`src/rtl/cla_pkg.sv`:
```
// Shared helpers for the pipelined CLA adder: configuration check and stage count.
package cla_pkg;

    // True when the operand width splits evenly into whole chunks.
    function automatic bit chunk_fits(input int nbit, input int chunk);
        return (chunk > 0) && (nbit >= chunk) && ((nbit % chunk) == 0);
    endfunction

    // Number of pipeline stages (one chunk per stage); also the latency in cycles.
    function automatic int stage_count(input int nbit, input int chunk);
        return (chunk > 0) ? (nbit / chunk) : 1;
    endfunction

endpackage

```
`src/rtl/cla_chunk.sv`:
```
// Combinational W-bit carry-lookahead slice. Every internal carry is a
// flat sum-of-products of generate/propagate terms, so there is no ripple.
module cla_chunk #(
    parameter int W = 7
) (
    input  logic [W-1:0] a,
    input  logic [W-1:0] b,
    input  logic         c_in,
    output logic [W-1:0] sum,
    output logic         c_out,
    output logic         c_msb
);

    logic [W-1:0] g;
    logic [W-1:0] p;
    logic [W:0]   c;

    assign g = a & b;
    assign p = a ^ b;

    // Lookahead carries: c[i] = OR over j of g[j] & p[j+1..i-1], plus c_in & p[0..i-1].
    always_comb begin
        logic acc;
        logic run;
        acc  = 1'b0;
        run  = 1'b1;
        c    = '0;
        c[0] = c_in;
        for (int i = 1; i <= W; i++) begin
            acc = 1'b0;
            run = 1'b1;
            for (int j = i - 1; j >= 0; j--) begin
                acc = acc | (g[j] & run);
                run = run & p[j];
            end
            c[i] = acc | (c_in & run);
        end
    end

    assign sum   = p ^ c[W-1:0];
    assign c_out = c[W];
    assign c_msb = c[W-1];

endmodule

```
`src/rtl/pipe_cla_adder.sv`:
```
// Pipelined carry-lookahead adder/subtractor. Chunk k is summed in stage k;
// operand chunks are skewed forward to meet their carry, finished low chunks
// are deskewed so the full result leaves in one cycle. The whole pipe moves
// only when the output slot is free or being consumed.
module pipe_cla_adder
    import cla_pkg::*;
#(
    parameter int NBIT  = 28,
    parameter int CHUNK = 7
) (
    input  logic            clk,
    input  logic            rst_n,
    input  logic            in_valid,
    output logic            in_ready,
    input  logic [NBIT-1:0] a,
    input  logic [NBIT-1:0] b,
    input  logic            c_in,
    input  logic            sub,
    output logic            out_valid,
    input  logic            out_ready,
    output logic [NBIT:0]   s,
    output logic            ovf
);

    localparam int NSTAGE = stage_count(NBIT, CHUNK);

    if (!chunk_fits(NBIT, CHUNK)) begin : g_bad_cfg
        $error("pipe_cla_adder: NBIT must be a non-zero multiple of CHUNK");
    end

    logic                         advance;
    logic [NSTAGE-1:0]            vld_pipe;   // vld_pipe[k]: stage k holds a live op
    logic [NBIT-1:0]              b_eff;
    logic                         c0;
    logic [NSTAGE-1:0]            carry_vec;  // registered carry-out of each stage
    logic [NSTAGE-1:0][CHUNK-1:0] res;        // deskewed chunk results, aligned in time
    logic                         ovf_d;
    logic                         ovf_q;

    assign out_valid = vld_pipe[NSTAGE-1];
    assign advance   = out_ready | ~out_valid;
    assign in_ready  = advance;

    // Subtract is a + ~b + 1; a borrow-in removes that +1.
    assign b_eff = sub ? ~b : b;
    assign c0    = c_in ^ sub;

    for (genvar k = 0; k < NSTAGE; k++) begin : g_stg
        logic [CHUNK-1:0] op_a;
        logic [CHUNK-1:0] op_b;
        logic             cin;
        logic [CHUNK-1:0] sum;
        logic             c_out;
        logic             c_msb;
        logic [CHUNK-1:0] sum_q;
        logic             carry_q;

        if (k == 0) begin : g_head
            assign op_a = a[CHUNK-1:0];
            assign op_b = b_eff[CHUNK-1:0];
            assign cin  = c0;
        end else begin : g_skew
            logic [k-1:0][CHUNK-1:0] a_dly;
            logic [k-1:0][CHUNK-1:0] b_dly;

            // Delay this chunk's operands k cycles so they meet the carry from stage k-1.
            always_ff @(posedge clk) begin
                if (!rst_n) begin
                    a_dly <= '0;
                    b_dly <= '0;
                end else if (advance) begin
                    a_dly[0] <= a[k*CHUNK +: CHUNK];
                    b_dly[0] <= b_eff[k*CHUNK +: CHUNK];
                    for (int d = 1; d < k; d++) begin
                        a_dly[d] <= a_dly[d-1];
                        b_dly[d] <= b_dly[d-1];
                    end
                end
            end

            assign op_a = a_dly[k-1];
            assign op_b = b_dly[k-1];
            assign cin  = carry_vec[k-1];
        end

        cla_chunk #(.W(CHUNK)) u_chunk (
            .a     (op_a),
            .b     (op_b),
            .c_in  (cin),
            .sum   (sum),
            .c_out (c_out),
            .c_msb (c_msb)
        );

        // Stage register: this chunk's partial sum and the carry handed to stage k+1.
        always_ff @(posedge clk) begin
            if (!rst_n) begin
                sum_q   <= '0;
                carry_q <= 1'b0;
            end else if (advance) begin
                sum_q   <= sum;
                carry_q <= c_out;
            end
        end

        assign carry_vec[k] = carry_q;

        if (k == NSTAGE - 1) begin : g_tail
            assign res[k] = sum_q;
            // Signed overflow: carry into the word MSB differs from carry out of it.
            assign ovf_d  = c_msb ^ c_out;
        end else begin : g_deskew
            logic                             msb_unused;
            logic [NSTAGE-2-k:0][CHUNK-1:0]   r_dly;

            assign msb_unused = c_msb;

            // Hold finished low chunk until the top chunk catches up.
            always_ff @(posedge clk) begin
                if (!rst_n) begin
                    r_dly <= '0;
                end else if (advance) begin
                    r_dly[0] <= sum_q;
                    for (int d = 1; d <= NSTAGE - 2 - k; d++) begin
                        r_dly[d] <= r_dly[d-1];
                    end
                end
            end

            assign res[k] = r_dly[NSTAGE-2-k];
        end
    end

    // Valid shift register and overflow flag; frozen together with the data on a stall.
    always_ff @(posedge clk) begin
        if (!rst_n) begin
            vld_pipe <= '0;
            ovf_q    <= 1'b0;
        end else if (advance) begin
            vld_pipe[0] <= in_valid;
            for (int k = 1; k < NSTAGE; k++) begin
                vld_pipe[k] <= vld_pipe[k-1];
            end
            ovf_q <= ovf_d;
        end
    end

    assign s   = {carry_vec[NSTAGE-1], res};
    assign ovf = ovf_q;

endmodule

```
`config.mk`:
```
export PLATFORM = sky130hd
export DESIGN_NAME = pipe_cla_adder
export DESIGN_NICKNAME = d
export VERILOG_FILES = /design/src/rtl/cla_pkg.sv /design/src/rtl/cla_chunk.sv /design/src/rtl/pipe_cla_adder.sv
export SDC_FILE = /design/constraint.sdc
export NUM_CORES = 1
export LEC_CHECK = 0
export BUFFER_PORTS_ARGS = -buffer_cell sky130_fd_sc_hd__buf_2
export CORE_ASPECT_RATIO = 1.2
export CORE_MARGIN = 3
export CORE_UTILIZATION = 40
export CTS_BUF_LIST = sky130_fd_sc_hd__clkbuf_4
export CTS_CLUSTER_DIAMETER = 50
export DETAILED_ROUTE_END_ITERATION = 7
export MAX_ROUTING_LAYER = met4
export SYNTH_ARGS = -nofsm -noshare
export SYNTH_HDL_FRONTEND = slang
export SYNTH_SLANG_ARGS = --single-unit
```
`constraint.sdc`:
```
create_clock -name clk -period 2.2 [get_ports clk]
set_input_delay 0.22 -clock clk [delete_from_list [all_inputs] [get_ports clk]]
set_output_delay 0.22 -clock clk [all_outputs]
set_load 0.02 [all_outputs]
```
== Word-level counts from Yosys, hierarchy flattened ==
Index checks and enable logic that the tools add are counted.
Storage, ports and cells
  word-level logic and storage cells: 354
  input bits: 62
  register bits after elaboration: 163
  output and inout port bits: 32
Operators by class
  muxes and demuxes: 1
  bitwise logic cells: 325
Operators with widths (count)
  1-bit AND: 196
  1-bit OR: 113
  7-bit bitwise XOR: 8
  7-bit AND: 4
  28-bit 2-to-1 mux: 1
  28-bit NOT: 1
  1-bit bitwise XOR: 2
  1-bit NOT: 1

== Depth between registers and ports, before layout ==
  depth in word-level cells: 11
  mapped depth: 9
  depth with buffers taken out: 7

== Modules after synthesis ==
A second synthesis with hierarchy kept.
Unflattened totals
  cells, all modules: 913
  area total of the unflattened synthesis: 7850.0 um^2
By module, submodules not included
  pipe_cla_adder: area each 6412.4 um^2, instances 1, cells an instance 732
  cla_chunk at g_stg[1].u_chunk ...: area each 392.9 um^2, instances 3, cells an instance 50
  cla_chunk at g_stg[0].u_chunk: area each 259.0 um^2, instances 1, cells an instance 31

== Least setup slack after synthesis ==
No wires, ideal clock.
  path type: input to register
  start point: in sub
  end point: reg g_stg[0].carry_q
  required time: 2.081 ns
  library setup time: 0.119 ns
  arrival time: 1.956 ns
  buffers on the path: 2
  setup slack: 0.124 ns
  stages: 9
  cell sequence: buf_2 buf_2 xor2_1 ha_1 a21oi_1 o22ai_1 a221oi_1 nand2b_1 a21oi_1
On the way
  word-level cells in the longest chain between the ends: 10
RTL lines
  start, declared: line pipe_cla_adder.sv:18  | input logic sub,
  28-bit 2-to-1 mux: line pipe_cla_adder.sv:45  | assign b_eff = sub ? ~b : b;
  7-bit AND or 7-bit bitwise XOR (tied branches): line cla_chunk.sv:18, cla_chunk.sv:19
  1-bit AND (on tied branches): line cla_chunk.sv:33, cla_chunk.sv:34
  1-bit OR (tied with other cells) (5 in a row): line cla_chunk.sv:33  | acc = acc | (g[j] & run);
  1-bit OR or 1-bit AND (tied branches): line cla_chunk.sv:33, cla_chunk.sv:36
  1-bit OR (*): line cla_chunk.sv:36  | c[i] = acc | (c_in & run);
  end signal, assigned: line pipe_cla_adder.sv:102  | carry_q <= c_out;
  end, declared: line pipe_cla_adder.sv:56  | logic carry_q;
Mark *: on every way between the ends. The rest lies on a longest branch, timed or not.
A chain may end at the register's enable or synchronous reset.

== Final worst setup path ==
  start point: reg g_stg[2].g_skew.a_dly, in the netlist g_stg[2].op_a[0]
  end point: reg g_stg[2].sum_q[6]
On the way
  word-level cells in the longest chain between the ends: 5
RTL lines
  start, declared: line pipe_cla_adder.sv:63  | logic [k-1:0][CHUNK-1:0] a_dly;
  start signal, assigned by index: line pipe_cla_adder.sv:75  | a_dly[d] <= a_dly[d-1];
  7-bit AND or 7-bit bitwise XOR (tied branches): line cla_chunk.sv:18, cla_chunk.sv:19
  1-bit AND (on tied branches): line cla_chunk.sv:33, cla_chunk.sv:34
  1-bit OR or 1-bit AND (tied branches): line cla_chunk.sv:33, cla_chunk.sv:36
  1-bit OR (*): line cla_chunk.sv:36
  7-bit bitwise XOR (*): line cla_chunk.sv:40  | assign sum = p ^ c[W-1:0];
  end signal, assigned: line pipe_cla_adder.sv:101  | sum_q <= sum;
  end, declared: line pipe_cla_adder.sv:55  | logic [CHUNK-1:0] sum_q;
Marked as above.

==> flow_summary.ini <==
[sta]
setup_viol = 0
post-route-min-period_ns = 2.029
timing_hold_violations_final = 0
final_max_slew_viol_count = 0
worst_slew_pin_slew_ns = 0.5399
finalCritPeriodShare_pct = 92.25
clock-skew-final_ns = 0.01900
relSlewSlack_pct = 64.01
grt_setup_unrepaired = false
fmax_mhz = 492.8
tns_ns = 0

[floorplanning]
io_pins = 94
core_area_um2 = 16920
die_h_um = 150.3
initial_core_util_pct = 41.04
die_x_um = 126.3
row_count = 52
die_area_um2 = 18980

[finish]
fin_area_um2 = 8263
fin_nets = 1030
fillers = 1685
final_common_cell = nand2_1
drive_above_1_share_pct = 15.93
area_growth_pct = 19.03
mostFrequentLayoutCells = 239 x nand2_1, 163 x dfxtp_1, 127 x a21oi_1

[setup_path]
critical_path_required_ns = 2.65
end_kind = flop
r2r_setup_slack_ns = 0.17
r2r-end = g_stg[2].sum_q[6]$_SDFFE_PN0P_
r2r_cells = 6
critPathKind = reg -> reg
cp-start-kind = flop
cp_max_fo = 5
cp.arrival_ns = 2.48
r2r_start = g_stg[2].op_a[0]$_SDFFE_PN0P_

[routing]
ant_nets = 0
post_drt_via_cell_ratio = 5.003
drt_iter0_drc = 277
vias = 5828
drc_errors = 0
wl_per_cell_um = 13.35
drt_wl_total_um = 15560
drt_pass1_iterations = 4

[synthesis]
synthCells = 840
synth_top_cell_by_area = dfxtp_1
yosys.cell_types.count = 44
synthXorXnorAreaFrac_pct = 4.795
yosysSeqAreaShare_pct = 47.01
syn-cell-area_um2 = 6942
synth_top_family_by_area = simple AND/OR/NAND/NOR gates
yosys_warnings = 0
syn-num-nets = 934
synth-simple-area-share_pct = 19.20
yosys.area_share.adder_pct = 6.200
ys_ff_latch = 163
yosysTopAreaCellShare_pct = 47.01
synth_ff_type = dfxtp_1
synth_compound_area_share_pct = 17.52
async_reset_ff_share_pct = 0
muxShareOfSynthArea_pct = 0
synthTopCellsByArea = dfxtp_1 47%, nand2_1 13%, a21oi_1 9.2%
synth_edf_count = 0
syn_avg_cell_area_um2 = 8.264

[grt]
gr-total-overflow = 0
gr-usage-all-layers_pct = 17.39
grt_pass1_wl_um = 26340
grt_pass1_vias = 5541
grt_max_degree = 102
antenna_found_initial = 1

[place]
detailed_place.area_um2 = 7511
gp_congestion = 0.8334
dp_hpwl_um = 9892
io_buffers = 93

[outcome]
outcome = complete, no violations

[run]
cap_viol_max_count = 0

[clock_tree]
clkSinkCount = 163
insertion_delay_ns = 0.55
cts_buffers = 17
cts-root-buf = clkbuf_4
path_clk_slew_ns = 0.13
postCtsSetupBuffers = 0
cts_htree_levels = 4
cts_tree = yes
cts.path.max_buffers = 2

[worst_hold_path]
hold_end = g_stg[0].carry_q$_SDFFE_PN0P_
holdCritStartpoint = a[6]
whs_path_depth = 4
hold_path_class = in -> reg

[power_and_ir_drop]
p_leak_nw = 3.443
p_per_area_nw_per_um2 = 722.0
vdd_ir_drop_max_mv = 0.3473
[cell usage after synthesis, types with 3 or more instances]
cell and n:
or3_1 5, o211ai_1 10, a21oi_1 127, nor2_1 31, buf_2 8, fa_1 4
a211oi_1 28, nand4_1 8, inv_1 6, o21ai_0 12, dfxtp_1 163, xor2_1 12
a211o_1 3, and3_1 3, nand3_1 16, clkbuf_1 41, a21o_1 3, nor3_1 6
buf_4 15, nand2_1 239, xnor2_1 26, or4_1 3, ha_1 28, buf_1 10
[per-layer routing]
metal	GRT usage (%)	up-vias	part of all wire [%]
li1	-	3036	-
met1	21.41	2676	46
met2	28.41	95	48
met3	3.584	21	3.8
met4	6.330	0	2.0
met5	-	-	0
[worst max-delay path, cell delays in order (launching register included)]
cell      delay [ns]
dfxtp_1         0.36
ha_1            0.32
a211oi_2        0.29
o21bai_2        0.13
a31o_1          0.27
or4_1           0.39
and3_1          0.17
[per-stage QoR]
stage | std cells | setup WS, ns | hold WS, ns | total power [W] | utilization [%]
global placement | 1090 | 0.2209 | 0.4359 | 0.004030 | 44.40
detailed placement | 1090 | 0.1877 | 0.4408 | 0.004041 | 44.40
floorplan | 840 | 0.1242 | 0.3605 | 0.003819 | -
global route | 1165 | 0.02136 | 0.09441 | 0.006283 | 48.85
CTS | 1164 | 0.1639 | 0.03060 | 0.006049 | 48.79
finish | 1165 | 0.1706 | 0.08621 | 0.005966 | 48.85
[timing repair]
| item | CTS | global route |
|---|---|---|
| endpoints found under the setup margin | 0 | 2 |
| gates resized for setup | 0 | 3 |
| hold buffers | 43 | 0 |
| hold endpoints to repair | 43 | 0 |
[flip-flops by register name, summed over array words and instances (netlist names)]
| signal | flops |
|---|---|
| s | 14 |
| g_stg.g_skew.a_dly | 28 |
| ovf | 1 |
| g_stg.sum_q | 28 |
| g_stg.carry_q | 4 |
| g_stg.op_b | 14 |
| g_stg.op_a | 14 |
| g_stg.g_skew.b_dly | 28 |
| g_stg.g_deskew.r_dly | 28 |
| vld_pipe | 4 |
[where the power goes]
group	switching (W)	leakage (nW)	internal, W
sequential	0.000104	1.34	0.00315
clock	0.00102	0.162	0.000923
combinational	0.000405	1.94	0.000370
total	0.00152	3.44	0.00444
[cell families (layout without fill, tap and decap cells)]
| family | count (synthesis) | count (layout) |
|---|---|---|
| simple gates | 322 | 322 |
| compound gates | 205 | 205 |
| flops | 163 | 163 |
| buf+inv | 80 | 188 |
| xor+xnor | 38 | 38 |
| fa+ha+maj | 32 | 32 |
| other cells | 0 | 1 |
[final cells by class]
class	instances	area, um^2	area share [%]
inverter	6	30.03	0.3634
tap	216	270.3	3.271
antenna	1	2.502	0.03028
clock buffer	20	150.1	1.817
sequential	163	3263	39.49
timing repair buffer	151	1059	12.81
multi-input combinational	597	3327	40.26
clock inverter	11	161.4	1.953
[worst max path at each step]
stage,startpoint,to,slack (ns),cells past startpoint
floorplan,sub,g_stg[0].carry_q$_SDFFE_PN0P_,0.12,9
global placement,sub,g_stg[0].carry_q$_SDFFE_PN0P_,0.22,8
detailed placement,sub,g_stg[0].sum_q[6]$_SDFFE_PN0P_,0.19,8
CTS,g_stg[2].op_a[0]$_SDFFE_PN0P_,g_stg[2].sum_q[6]$_SDFFE_PN0P_,0.16,6
global route,g_stg[1].g_skew.a_dly[0]$_SDFFE_PN0P_,g_stg[1].sum_q[6]$_SDFFE_PN0P_,0.02,6
finish,g_stg[2].op_a[0]$_SDFFE_PN0P_,g_stg[2].sum_q[6]$_SDFFE_PN0P_,0.17,6
Note: power is estimated with default switching activity, not from simulation.
